File: src/rtl/cpt_capture8_if.sv
// Capture-path bus for cpt_capture8: rippling counter input, trigger, match controls and
// the valid/ready drain side of the capture FIFO.
interface cpt_capture8_if #(
  parameter int WIDTH = 8,
  parameter int DEPTH = 4
);
  logic [WIDTH-1:0]         count_in;
  logic                     trigger;
  logic [WIDTH-1:0]         match_val;
  logic                     match_en;
  logic                     clr_err;
  logic [WIDTH-1:0]         out_data;
  logic                     out_valid;
  logic                     out_ready;
  logic [$clog2(DEPTH):0]   level;
  logic                     match;
  logic                     overflow;
  logic                     unstable;

  modport master (
    output count_in, trigger, match_val, match_en, clr_err, out_ready,
    input  out_data, out_valid, level, match, overflow, unstable
  );

  modport slave (
    input  count_in, trigger, match_val, match_en, clr_err, out_ready,
    output out_data, out_valid, level, match, overflow, unstable
  );
endinterface

File: src/rtl/cpt_capture8.sv
// Resamples a rippling counter, captures a settled value per trigger rising edge into a
// small FIFO drained over valid/ready, and pulses on a programmable compare match.
module cpt_capture8 #(
  parameter int WIDTH = 8,
  parameter int DEPTH = 4,
  parameter int TMO   = 3
) (
  input logic           clk,
  input logic           reset,
  cpt_capture8_if.slave bus
);
  localparam int AW = $clog2(DEPTH);
  localparam int LW = AW + 1;
  localparam int TW = (TMO > 1) ? $clog2(TMO) : 1;

  typedef enum logic {IDLE, WAIT_STABLE} state_t;

  state_t           state_q, state_d;
  logic [TW-1:0]    tmo_q, tmo_d;
  logic [WIDTH-1:0] s1, s2;
  logic             trig_q;
  logic [WIDTH-1:0] mem [DEPTH];
  logic [AW-1:0]    wr_ptr, rd_ptr;
  logic [LW-1:0]    level_q;
  logic             overflow_q, unstable_q, hit_q, match_q;

  logic stable, rise, hit, push, forced, pop, full, do_push, dropped;

  // Two equal consecutive samples mean the ripple has settled.
  assign stable  = (s1 == s2);
  assign rise    = bus.trigger & ~trig_q;
  assign hit     = stable & (s2 == bus.match_val);
  assign pop     = (level_q != '0) & bus.out_ready;
  assign full    = (level_q == LW'(DEPTH));
  assign do_push = push & (~full | pop);
  assign dropped = push & full & ~pop;

  // NOTE: every signal driven here gets a default first, so no path can infer a latch.
  always_comb begin
    state_d = state_q;
    tmo_d   = tmo_q;
    push    = 1'b0;
    forced  = 1'b0;
    case (state_q)
      IDLE: begin
        if (rise) begin
          state_d = WAIT_STABLE;
          tmo_d   = '0;
        end
      end
      WAIT_STABLE: begin
        if (stable) begin
          push    = 1'b1;
          state_d = IDLE;
        end else if (tmo_q == TW'(TMO - 1)) begin
          push    = 1'b1;
          forced  = 1'b1;
          state_d = IDLE;
        end else begin
          tmo_d = tmo_q + 1'b1;
        end
      end
      default: state_d = IDLE;
    endcase
  end

  // NOTE: sequential state uses non-blocking assignments so every register sees pre-edge values.
  always_ff @(posedge clk) begin
    if (reset) begin
      state_q <= IDLE;
      tmo_q   <= '0;
    end else begin
      state_q <= state_d;
      tmo_q   <= tmo_d;
    end
  end

  always_ff @(posedge clk) begin
    if (reset) begin
      s1         <= '0;
      s2         <= '0;
      trig_q     <= 1'b0;
      wr_ptr     <= '0;
      rd_ptr     <= '0;
      level_q    <= '0;
      overflow_q <= 1'b0;
      unstable_q <= 1'b0;
      hit_q      <= 1'b0;
      match_q    <= 1'b0;
      // NOTE: the storage is cleared too, so the empty-FIFO out_data reads zero after reset.
      for (int i = 0; i < DEPTH; i++) mem[i] <= '0;
    end else begin
      s1     <= bus.count_in;
      s2     <= s1;
      trig_q <= bus.trigger;
      hit_q  <= hit;
      match_q <= bus.match_en & hit & ~hit_q;

      if (do_push) begin
        mem[wr_ptr] <= s2;
        wr_ptr      <= wr_ptr + AW'(1);
      end
      if (pop) rd_ptr <= rd_ptr + AW'(1);

      case ({do_push, pop})
        2'b10:   level_q <= level_q + LW'(1);
        2'b01:   level_q <= level_q - LW'(1);
        default: level_q <= level_q;
      endcase

      // A set event in the same cycle as clr_err wins.
      if (dropped)          overflow_q <= 1'b1;
      else if (bus.clr_err) overflow_q <= 1'b0;
      if (forced)           unstable_q <= 1'b1;
      else if (bus.clr_err) unstable_q <= 1'b0;
    end
  end

  // When empty, the slot behind rd_ptr still holds the last entry that was drained.
  assign bus.out_data  = (level_q == '0) ? mem[rd_ptr - AW'(1)] : mem[rd_ptr];
  assign bus.out_valid = (level_q != '0);
  assign bus.level     = level_q;
  assign bus.match     = match_q;
  assign bus.overflow  = overflow_q;
  assign bus.unstable  = unstable_q;
endmodule
File: src/flat_wrapper.sv
// flat-port wrapper written by rule: the top's interface ports become plain ports
module cpt_capture8_flat 
#(
  parameter int WIDTH = 8,
  parameter int DEPTH = 4,
  parameter int TMO   = 3
)
  (clk, reset, bus_count_in, bus_trigger, bus_match_val, bus_match_en, bus_clr_err, bus_out_ready, bus_out_data, bus_out_valid, bus_level, bus_match, bus_overflow, bus_unstable);
  cpt_capture8_if #(.WIDTH(WIDTH), .DEPTH(DEPTH)) bus_i ();
  input logic clk;
  input logic reset;
  input wire logic [$bits(bus_i.count_in)-1:0] bus_count_in;
  input wire logic [$bits(bus_i.trigger)-1:0] bus_trigger;
  input wire logic [$bits(bus_i.match_val)-1:0] bus_match_val;
  input wire logic [$bits(bus_i.match_en)-1:0] bus_match_en;
  input wire logic [$bits(bus_i.clr_err)-1:0] bus_clr_err;
  input wire logic [$bits(bus_i.out_ready)-1:0] bus_out_ready;
  output wire logic [$bits(bus_i.out_data)-1:0] bus_out_data;
  output wire logic [$bits(bus_i.out_valid)-1:0] bus_out_valid;
  output wire logic [$bits(bus_i.level)-1:0] bus_level;
  output wire logic [$bits(bus_i.match)-1:0] bus_match;
  output wire logic [$bits(bus_i.overflow)-1:0] bus_overflow;
  output wire logic [$bits(bus_i.unstable)-1:0] bus_unstable;
  assign bus_i.count_in = bus_count_in;
  assign bus_i.trigger = bus_trigger;
  assign bus_i.match_val = bus_match_val;
  assign bus_i.match_en = bus_match_en;
  assign bus_i.clr_err = bus_clr_err;
  assign bus_i.out_ready = bus_out_ready;
  assign bus_out_data = bus_i.out_data;
  assign bus_out_valid = bus_i.out_valid;
  assign bus_level = bus_i.level;
  assign bus_match = bus_i.match;
  assign bus_overflow = bus_i.overflow;
  assign bus_unstable = bus_i.unstable;
  cpt_capture8 #(.WIDTH(WIDTH), .DEPTH(DEPTH), .TMO(TMO)) u_core (.clk(clk), .reset(reset), .bus(bus_i));
endmodule
File: config.mk
export PLATFORM = sky130hd
export DESIGN_NAME = cpt_capture8_flat
export DESIGN_NICKNAME = d
export VERILOG_FILES = /design/src/rtl/cpt_capture8_if.sv /design/src/rtl/cpt_capture8.sv /design/src/flat_wrapper.sv
export SDC_FILE = /design/constraint.sdc
export NUM_CORES = 1
export LEC_CHECK = 0
export ABC_AREA = 0
export BUFFER_PORTS_ARGS = -buffer_cell sky130_fd_sc_hd__buf_4
export CAP_MARGIN = 20
export CELL_PAD_IN_SITES_DETAIL_PLACEMENT = 1
export CELL_PAD_IN_SITES_GLOBAL_PLACEMENT = 1
export CORE_UTILIZATION = 42
export CTS_BUF_LIST = sky130_fd_sc_hd__clkbuf_16
export CTS_CLUSTER_DIAMETER = 30
export DETAILED_ROUTE_END_ITERATION = 8
export PLACE_DENSITY = 0.87
export SETUP_SLACK_MARGIN = 0.15
export SYNTH_ARGS = -nofsm -noshare
export SYNTH_HDL_FRONTEND = slang
export SYNTH_SLANG_ARGS = --single-unit
File: constraint.sdc
create_clock -name clk -period 2.8 [get_ports clk]
set_input_delay 0.28 -clock clk [delete_from_list [all_inputs] [get_ports clk]]
set_output_delay 0.28 -clock clk [all_outputs]
set_load 0.01 [all_outputs]
# Yosys cells after proc, flatten, opt, wreduce, memory -nomap -nowiden

Memories as Yosys holds them, arrays and structs flattened. A register that Yosys moved wholly into a read port is not among the register bits.
Cells that the tools add are included.

Add/sub/neg operators: 6
Eq/ne operators: 9
Multiplexer cells: 28
Bitwise gates (word level): 14
Reduce and logical (&&, ||, !) cells: 7

Operators by type and width:

| kind                                             | number |
|---|---|
| 2-to-1 mux 1 bit                                 | 17 |
| == test 8 bit                                    | 2 |
| 2-to-1 mux 8 bit                                 | 2 |
| 2-to-1 mux 2 bit                                 | 6 |
| bitwise AND 1 bit                                | 8 |
| OR reduction 8 bit                               | 1 |
| adder 2 x 1 -> 2 bit, second input constant      | 3 |
| one-hot mux 3 bit (2 select lines)               | 1 |
| nonzero test 2 bit                               | 3 |
| inverter 1 bit                                   | 5 |
| == test 2 bit, second input constant             | 2 |
| != test 2 bit, second input constant             | 2 |
| one-hot mux 2 bit (2 select lines)               | 1 |
| adder 3 x 1 -> 3 bit, second input constant      | 1 |
| == test 3 bit, second input constant             | 1 |
| logical NOT 3 bit                                | 1 |
| AND reduction 3 bit                              | 1 |
| nonzero test 3 bit                               | 1 |
| subtractor 3 x 1 -> 3 bit, second input constant | 1 |
| == test 2 x 1 -> 1 bit, second input constant    | 1 |
| != test 2 x 1 -> 1 bit, second input constant    | 1 |
| one-hot mux 1 bit (2 select lines)               | 1 |
| subtractor 2 x 1 -> 2 bit, second input constant | 1 |
| OR 1 bit                                         | 1 |

Register bits: 31
Memory bits (writable): 32
Input bits: 22
Output and inout port bits: 15
Word-level logic and storage cells: 77
Memories kept: 1

Memories:

| memory     | depth | width | read ports | clocked after Yosys merged registers in | write ports | line               | RTL |
|---|---|---|---|---|---|---|---|
| u_core.mem | 4     | 8     | 2          | 1                                       | 4           | cpt_capture8.sv:22 | `logic [WIDTH-1:0] mem [DEPTH];` |

# Logic depth before layout (Yosys ltp)

Gate-level depths: netlist of run 1.

Word-level depth: 10
Gate-level depth with buffers: 11
Depth with buffers taken out: 10

# Worst setup path before layout of run 1

OpenSTA, ideal clock, no wires.

Path kind: register to register
From: reg u_core.level_q[0], in the netlist u_core.bus.level[0]
To: reg u_core.level_q[2], in the netlist u_core.bus.level[2]
Library setup time: 0.071 ns
Data arrival time: 2.617 ns
Required time: 2.729 ns
Slack: 0.113 ns
Stages on the path, launching flop included: 11
Buffers on the path: 1
Clock period less this slack: 2.687 ns
Cells stage by stage: dfxtp_1 nor4b_1 nor2b_1 nand2_1 buf_2 ha_1 inv_1 fa_1 xor2_1 or3_1 a21oi_1

Longest elaborated chain between the ends: 6
Elaborated cells between the ends (all ways): 12
Those cells by class: add/sub (2); eq/ne (3); mux (1); bitwise (4); reduce/logical (2)

RTL lines:

| item                                                                            | line                                   | RTL |
|---|---|---|
| start: declaration                                                              | cpt_capture8.sv:24                     | `logic [LW-1:0] level_q;` |
| start signal: assignment                                                        | cpt_capture8.sv:106                    | `2'b10: level_q <= level_q + LW'(1);` |
| start signal: assignment                                                        | cpt_capture8.sv:107                    | `2'b01: level_q <= level_q - LW'(1);` |
| start signal: assignment                                                        | cpt_capture8.sv:108                    | `default: level_q <= level_q;` |
| nonzero test 3 bit / == test 3 bit (equally long branches)                      | cpt_capture8.sv:33, cpt_capture8.sv:34 |  |
| bitwise AND 1 bit / inverter 1 bit (equally long branches)                      | cpt_capture8.sv:33, cpt_capture8.sv:35 |  |
| OR 1 bit                                                                        | cpt_capture8.sv:35                     | `assign do_push = push & (~full \| pop);` |
| bitwise AND 1 bit                                                               | cpt_capture8.sv:35                     |  |
| == test 2 x 1 -> 1 bit / == test 2 bit (equally long branches)                  | cpt_capture8.sv:105                    | `case ({do_push, pop})` |
| one-hot mux 3 bit (2 select lines) / nonzero test 2 bit (equally long branches) | -                                      |  |

Several ways; a longest one is shown, not always the timed one.
A chain may end at the register's enable or synchronous reset.

# Final worst setup path of run 1

Same ends and word-level chain as after synthesis.

==> results.py, run 1 <==
metrics = {
    "run_status": {
        "status": "finished clean",
    },
    "cts": {
        "cts_resized": 0,
        "cts_tree": "yes",
        "htreeDepth": 3,
        "cts_buffers": 9,
        "cts_sinks": 65,
        "cts_buffer_depth": 2,
        "clk_pin_slew_ns": 0.05,
        "root_buffer": "clkbuf_16",
        "cts_setup_buffers": 0,
        "hold_buffers": 0,
        "insertion_delay_ns": 0.33,
    },
    "routing": {
        "ant_nets": 0,
        "wl_met2_mm": 3.738,
        "highest_layer": "met4",
        "vias": 2070,
        "wl_met1_mm": 2.918,
        "wl_per_cell_um": 17.69,
        "firstDrtPassIters": 4,
        "drc": 0,
        "finalWirelength_mm": 7.023,
        "routed-wl-met3_um": 222,
        "viasPerCell": 5.214,
        "drt-initial-drc-count": 156,
    },
    "global_route": {
        "overflow": 0,
        "grtUsageTotal_pct": 21.09,
        "grt_max_degree": 47,
        "antenna_found_initial": 0,
        "grt_pass1_wl_mm": 11.63,
        "grt_pass1_vias": 2283,
    },
    "pwr": {
        "combPwrFrac_pct": 9.1,
        "pwr-share-clk_pct": 47.4,
        "ir_worst_vdd_mv": 0.3815,
        "switchingPower_uw": 538.2,
        "intPower_mw": 1.916,
        "p_leak_nw": 1.410,
        "power_frac_seq_pct": 43.6,
        "pwr_density_cell_nw_per_um2": 660.7,
        "netSwitchingFraction_pct": 21.93,
    },
    "synthesis": {
        "synth_most_common_cell": "dfxtp_1",
        "synth.area.mux_share_pct": 12.99,
        "syn_area_sq_um": 3034,
        "synth-edff-count": 32,
        "synthSimpleGateAreaFrac_pct": 20.45,
        "ys_warn_count": 0,
        "avgSynthCellArea_sq_um": 11.76,
        "synth_top_family_by_area": "simple AND/OR/NAND/NOR gates",
        "syn_nets": 283,
        "synthCells": 258,
        "ys_top_cells_by_area": "edfxtp_1 (32%), dfxtp_1 (22%), mux4_2 (12%), xor2_1 (4.6%), nor2b_1 (3.9%)",
        "synthAdderAreaFrac_pct": 1.485,
        "synth_seq_area_share_pct": 53.44,
        "synth_compound_area_share_pct": 2.887,
        "yosys.area.top_type": "edfxtp_1",
        "synthXorXnorAreaFrac_pct": 5.773,
        "synthTopCellsByCount": "dfxtp_1 (33), edfxtp_1 (32), nand2_1 (29)",
        "synthFlopType": "dfxtp_1",
        "synthArstFlopShare_pct": 0,
        "ys_ff_latch": 65,
        "synth_cell_types": 41,
        "synth_top_area_share_pct": 31.67,
    },
    "die": {
        "initial_core_util_pct": 44.17,
        "fp.coreArea_sq_um": 6869,
        "pin_count": 37,
        "die-area_sq_um": 7568,
        "rows": 30,
        "chipHeight_um": 87.00,
        "dieWidth_um": 87.00,
    },
    "timing": {
        "rsz0062_at_grt": "false",
        "min_period_ns": 2.415,
        "fmax_ghz": 0.4141,
        "final-hold-violation-count": 0,
        "holdWs_ns": 0.1656,
        "finalClockSkew_ns": 0.007991,
        "fin_tns_setup_ns": 0,
        "finalWorstSetupSlack_ns": 0.3851,
        "setup_viol": 0,
        "drv_slew": 0,
        "relSlewSlack_pct": 56.86,
        "worstMarginPinSlew_ns": 0.6462,
        "finalCritPeriodShare_pct": 86.25,
    },
    "layout": {
        "fin_nets": 321,
        "num_antenna_cells": 0,
        "syn_to_final_growth_pct": 22.43,
        "num-fill-cells": 725,
        "final_cell_area_sq_um": 3715,
        "drive_gt1_share_pct": 26.91,
    },
    "placement": {
        "placed_cell_area_sq_um": 3405,
        "place_hpwl_mm": 4.693,
        "dp_slack_ns": 0.4145,
        "port-buffer-count": 36,
        "gp_congestion": 0.6939,
    },
    "critical_path": {
        "cpLargestDelayFamily": "simple AND/OR/NAND/NOR gates",
        "cp_max_fo": 5,
        "path_cells": "nor4b_2, nor2b_1, nand2_1, ha_1, inv_1, fa_1, xor2_1, or3_1, a21oi_1",
        "critPathBufInv": 1,
        "arrival_ns": 2.67,
        "worstSetupStartpointType": "flip-flop",
        "max_stage_delay_ns": 0.48,
        "cp.depth": 9,
        "r2r_slack_ns": 0.39,
        "crit_type": "reg2reg",
        "endpoint_kind": "flip-flop",
        "r2r_cells": 9,
        "required_ns": 3.05,
        "cp_slowest_cell": "nor4b_2",
    },
    "worst_hold_path": {
        "hold_class": "in2reg",
        "hold_path_depth": 2,
    },
    "job": {
        "cap_violations": 0,
    },
}
==> power by group through the flow <==
stage	combinational, mW	sequential (mW)	clock, mW
after floorplan	0.145	1.07	0
after global placement	0.213	1.08	0
after detailed placement	0.221	1.09	0
after CTS	0.225	1.07	1.19
after global routing	0.245	1.07	1.22
final	0.222	1.07	1.16
==> sequential cells by signal, summed over array words and instances, names as in the netlist, 2 cells and up, named ones only <==
| register | flops |
|---|---|
| u_core.s2 | 8 |
| u_core.rd_ptr | 2 |
| u_core.mem | 32 |
| u_core.wr_ptr | 2 |
| u_core.tmo_q | 2 |
| u_core.s1 | 8 |
| u_core.bus.level | 3 |
==> stage by stage <==
step	utilization [%]	std cells	total power, mW
final	54.08	397	2.455
after global routing	54.08	397	2.543
after CTS	54.08	397	2.483
after detailed placement	49.56	381	1.308
after global placement	49.56	381	1.295
after floorplan	-	258	1.215
==> cell usage in the layout, fill, tap and decap left out, types with 2 or more instances in the layout <==
cell       synthesis  final
a21oi_1            5      5
buf_4              0     41
bufinv_16          0      2
clkbuf_16          0      9
clkinv_1           1      3
clkinv_2           0      2
dfxtp_1           33     33
edfxtp_1          32     32
ha_1               2      2
inv_1              6      6
mux2_2             3      3
mux4_2            16     16
nand2_1           29     29
nand2b_1           9      9
nor2_1            26     26
nor2b_1           19     19
nor3_1            17     17
nor3b_1            2      2
nor4_1             2      2
nor4_4             2      2
o21bai_1           2      2
xnor2_1            4      4
xor2_1            16     16
==> cell families (layout without fill, tap and decap cells) <==
family / after synthesis / count (layout)
and+or+nand+nor: 117 / 117
AOI/OAI and AO/OA: 13 / 13
adders and majority gates: 3 / 3
muxes: 19 / 19
xor gates and xnor gates: 20 / 20
DFF: 65 / 65
buffers and inverters: 21 / 64
==> routing by layer <==
metal / vias to the layer above / global-route usage (%)
li1: 988 / -
met1: 1023 / 24.26
met2: 47 / 36.29
met3: 12 / 5.592
met4: 0 / 10.45
met5: - / 0
==> worst register-to-register path, stage by stage (launching register included) <==
cell and delay [ns]:
dfxtp_1 0.37, nor4b_2 0.48, nor2b_1 0.12, nand2_1 0.12, ha_1 0.19, inv_1 0.06, fa_1 0.38, xor2_1 0.16
or3_1 0.31, a21oi_1 0.16
==> path summary, 6_finish.rpt <==
kind                             from             endpoint
hold / removal        bus_count_in[2]         u_core.s1[2]
hold reg to reg   u_core.bus.overflow  u_core.bus.overflow
setup / recovery  u_core.bus.level[0]  u_core.bus.level[2]
setup reg to reg  u_core.bus.level[0]  u_core.bus.level[2]
==> cell type report <==
cell class                 instances  area (sq um)  area share [%]
multi-input combinational        172          1329           35.77
inverter                           7         26.28          0.7073
clock buffer                       9         225.2           6.063
sequential                        65          1622           43.65
tap                               96         120.1           3.233
clock inverter                     7         85.08           2.290
timing repair buffer              41         307.8           8.286
No activity file was read; power rests on OpenSTA's default activity.
==> inputs of run 2 (changes only) <==
--- a/config.mk
+++ b/config.mk
@@ -10,11 +10,11 @@
 export CAP_MARGIN = 20
 export CELL_PAD_IN_SITES_DETAIL_PLACEMENT = 1
 export CELL_PAD_IN_SITES_GLOBAL_PLACEMENT = 1
-export CORE_UTILIZATION = 42
+export CORE_UTILIZATION = 43
 export CTS_BUF_LIST = sky130_fd_sc_hd__clkbuf_16
 export CTS_CLUSTER_DIAMETER = 30
 export DETAILED_ROUTE_END_ITERATION = 8
-export PLACE_DENSITY = 0.87
+export PLACE_DENSITY = 0.85
 export SETUP_SLACK_MARGIN = 0.15
 export SYNTH_ARGS = -nofsm -noshare
 export SYNTH_HDL_FRONTEND = slang
==> constraint.sdc (replaced) <==
create_clock -name clk -period 2.6 [get_ports clk]
set_input_delay 0.26 -clock clk [delete_from_list [all_inputs] [get_ports clk]]
set_output_delay 0.26 -clock clk [all_outputs]
set_load 0.01 [all_outputs]
==> results.py, run 2 (synthesis results as in run 1) <==
metrics = {
    "global_route": {
        "grtUsageTotal_pct": 19.25,
        "overflow": 0,
        "grt_pass1_wl_mm": 10.48,
        "grt_max_degree": 47,
        "antenna_found_initial": 0,
        "grt_pass1_vias": 2174,
    },
    "pwr": {
        "combPwrFrac_pct": 9.5,
        "intPower_mw": 1.969,
        "pwr-share-clk_pct": 45.0,
        "finalPower_mw": 2.538,
        "power_frac_seq_pct": 45.5,
        "netSwitchingFraction_pct": 22.44,
        "switchingPower_uw": 569.5,
        "pwr_density_cell_nw_per_um2": 675.9,
        "ir_worst_vdd_mv": 0.3961,
        "p_leak_nw": 1.409,
    },
    "timing": {
        "drv_slew": 0,
        "holdWs_ns": 0.1480,
        "finalClockSkew_ns": 0.006282,
        "rsz0062_at_grt": "false",
        "finalCritPeriodShare_pct": 89.83,
        "fmax_ghz": 0.4282,
        "final-hold-violation-count": 0,
        "setup_viol": 0,
        "fin_tns_setup_ns": 0,
        "relSlewSlack_pct": 58.48,
        "min_period_ns": 2.336,
        "worstMarginPinSlew_ns": 0.6219,
    },
    "critical_path": {
        "cp_max_fo": 3,
        "required_ns": 2.85,
        "reg2reg_to": "u_core.bus.level[2]",
        "arrival_ns": 2.59,
        "crit_type": "reg2reg",
        "timing.rr.start": "u_core.s2[0]",
        "r2r_cells": 10,
        "worstSetupStartpointType": "flip-flop",
        "r2r_slack_ns": 0.26,
        "endpoint_kind": "flip-flop",
    },
    "routing": {
        "ant_nets": 0,
        "vias": 2033,
        "wl_per_cell_um": 16.23,
        "drt-initial-drc-count": 94,
        "firstDrtPassIters": 6,
        "finalWirelength_mm": 6.461,
        "viasPerCell": 5.108,
        "drc": 0,
    },
    "cts": {
        "cts_setup_buffers": 0,
        "root_buffer": "clkbuf_16",
        "insertion_delay_ns": 0.32,
        "cts_tree": "yes",
        "clk_pin_slew_ns": 0.05,
        "htreeDepth": 3,
        "cts_sinks": 65,
        "cts_buffer_depth": 2,
        "cts_buffers": 9,
    },
    "layout": {
        "final_util_pct": 55.27,
        "reg.largest.list": "u_core.mem (32), u_core.s1 (8), u_core.s2 (8)",
        "num_antenna_cells": 0,
        "syn_to_final_growth_pct": 23.75,
        "final_common_cell": "buf_4",
        "drive_gt1_share_pct": 29.80,
        "max_flop_register": "u_core.mem",
        "largest_reg_flops": 32,
        "num-fill-cells": 703,
        "layout_common_cells": "buf_4 (42), dfxtp_1 (33), edfxtp_1 (32), nand2_1 (28), nor2_1 (26)",
        "fin_nets": 322,
    },
    "die": {
        "pin_count": 37,
        "fp.coreArea_sq_um": 6794,
        "chipHeight_um": 86,
        "initial_core_util_pct": 44.66,
        "die-area_sq_um": 7396,
        "dieWidth_um": 86,
        "rows": 30,
    },
    "worst_hold_path": {
        "min_to": "u_core.s1[1]",
        "hold_class": "in2reg",
        "hold_path_depth": 2,
        "timing.hold.worst.start": "bus_count_in[1]",
    },
    "job": {
        "cap_violations": 0,
    },
    "run_status": {
        "status": "finished clean",
    },
    "placement": {
        "place_hpwl_mm": 4.905,
        "gp_congestion": 0.7408,
        "port-buffer-count": 36,
    },
}
[run 2: metrics by stage]
stage / setup slack (ns) / cells / instance area, sq um
after detailed placement: 0.2300 / 382 / 3431
after CTS: 0.2119 / 398 / 3717
after global placement: 0.3552 / 382 / 3431
after global routing: 0.1526 / 398 / 3755
final: 0.2644 / 398 / 3755
after floorplan: 0.1559 / 258 / 3059
[run 2: worst max path at each step]
stage                       from                  end  slack (ns)  depth (start not counted)
floorplan           u_core.s2[7]  u_core.bus.level[2]        0.16                         11
global placement    u_core.s2[4]  u_core.bus.level[2]        0.36                         10
detailed placement  u_core.s2[6]  u_core.bus.level[2]        0.23                         10
CTS                 u_core.s2[6]  u_core.bus.level[2]        0.21                         10
global route        u_core.s2[0]  u_core.bus.level[2]        0.15                         10
finish              u_core.s2[0]  u_core.bus.level[2]        0.26                         10
[run 2: critical path, cell delays in order, from the launching register on]
cell and delay [ns]:
dfxtp_1 0.41, xor2_2 0.21, nor4_4 0.09, a21o_1 0.23, nand2_2 0.08, ha_1 0.19
inv_1 0.07, fa_1 0.37, xor2_1 0.16, or3_1 0.31, a21oi_1 0.15
[run 2: metal layers]
metal / routed length (um) / GRT usage, %
met1: 2669 / 21.46
met2: 3501 / 34.27
met3: 185 / 4.716
met4: 106 / 9.394
met5: 0 / 0
[run 2: what timing repair did]
item / CTS / global route
hold buffers: 0 / 0
endpoints found under the setup margin: 0 / 1
gates resized for setup: 0 / 5
[run 2: power groups by stage]
stage	Clock [mW]	Combinational, mW	Sequential, mW
2_1_floorplan	0	0.157	1.15
3_3_place_gp	0	0.231	1.17
3_5_place_dp	0	0.242	1.17
4_1_cts	1.16	0.244	1.15
5_1_grt	1.21	0.267	1.16
6_report	1.14	0.242	1.15
[run 2: layout make-up]
type	count	area, sq um	share of cell area, %
clock buffers	9	225.2	5.998
well taps	96	120.1	3.199
multi-input cells	172	1385	36.89
repair buffers	42	315.3	8.397
flip-flops and latches	65	1622	43.19
clock inverters	7	61.31	1.633
inverters	7	26.28	0.6998
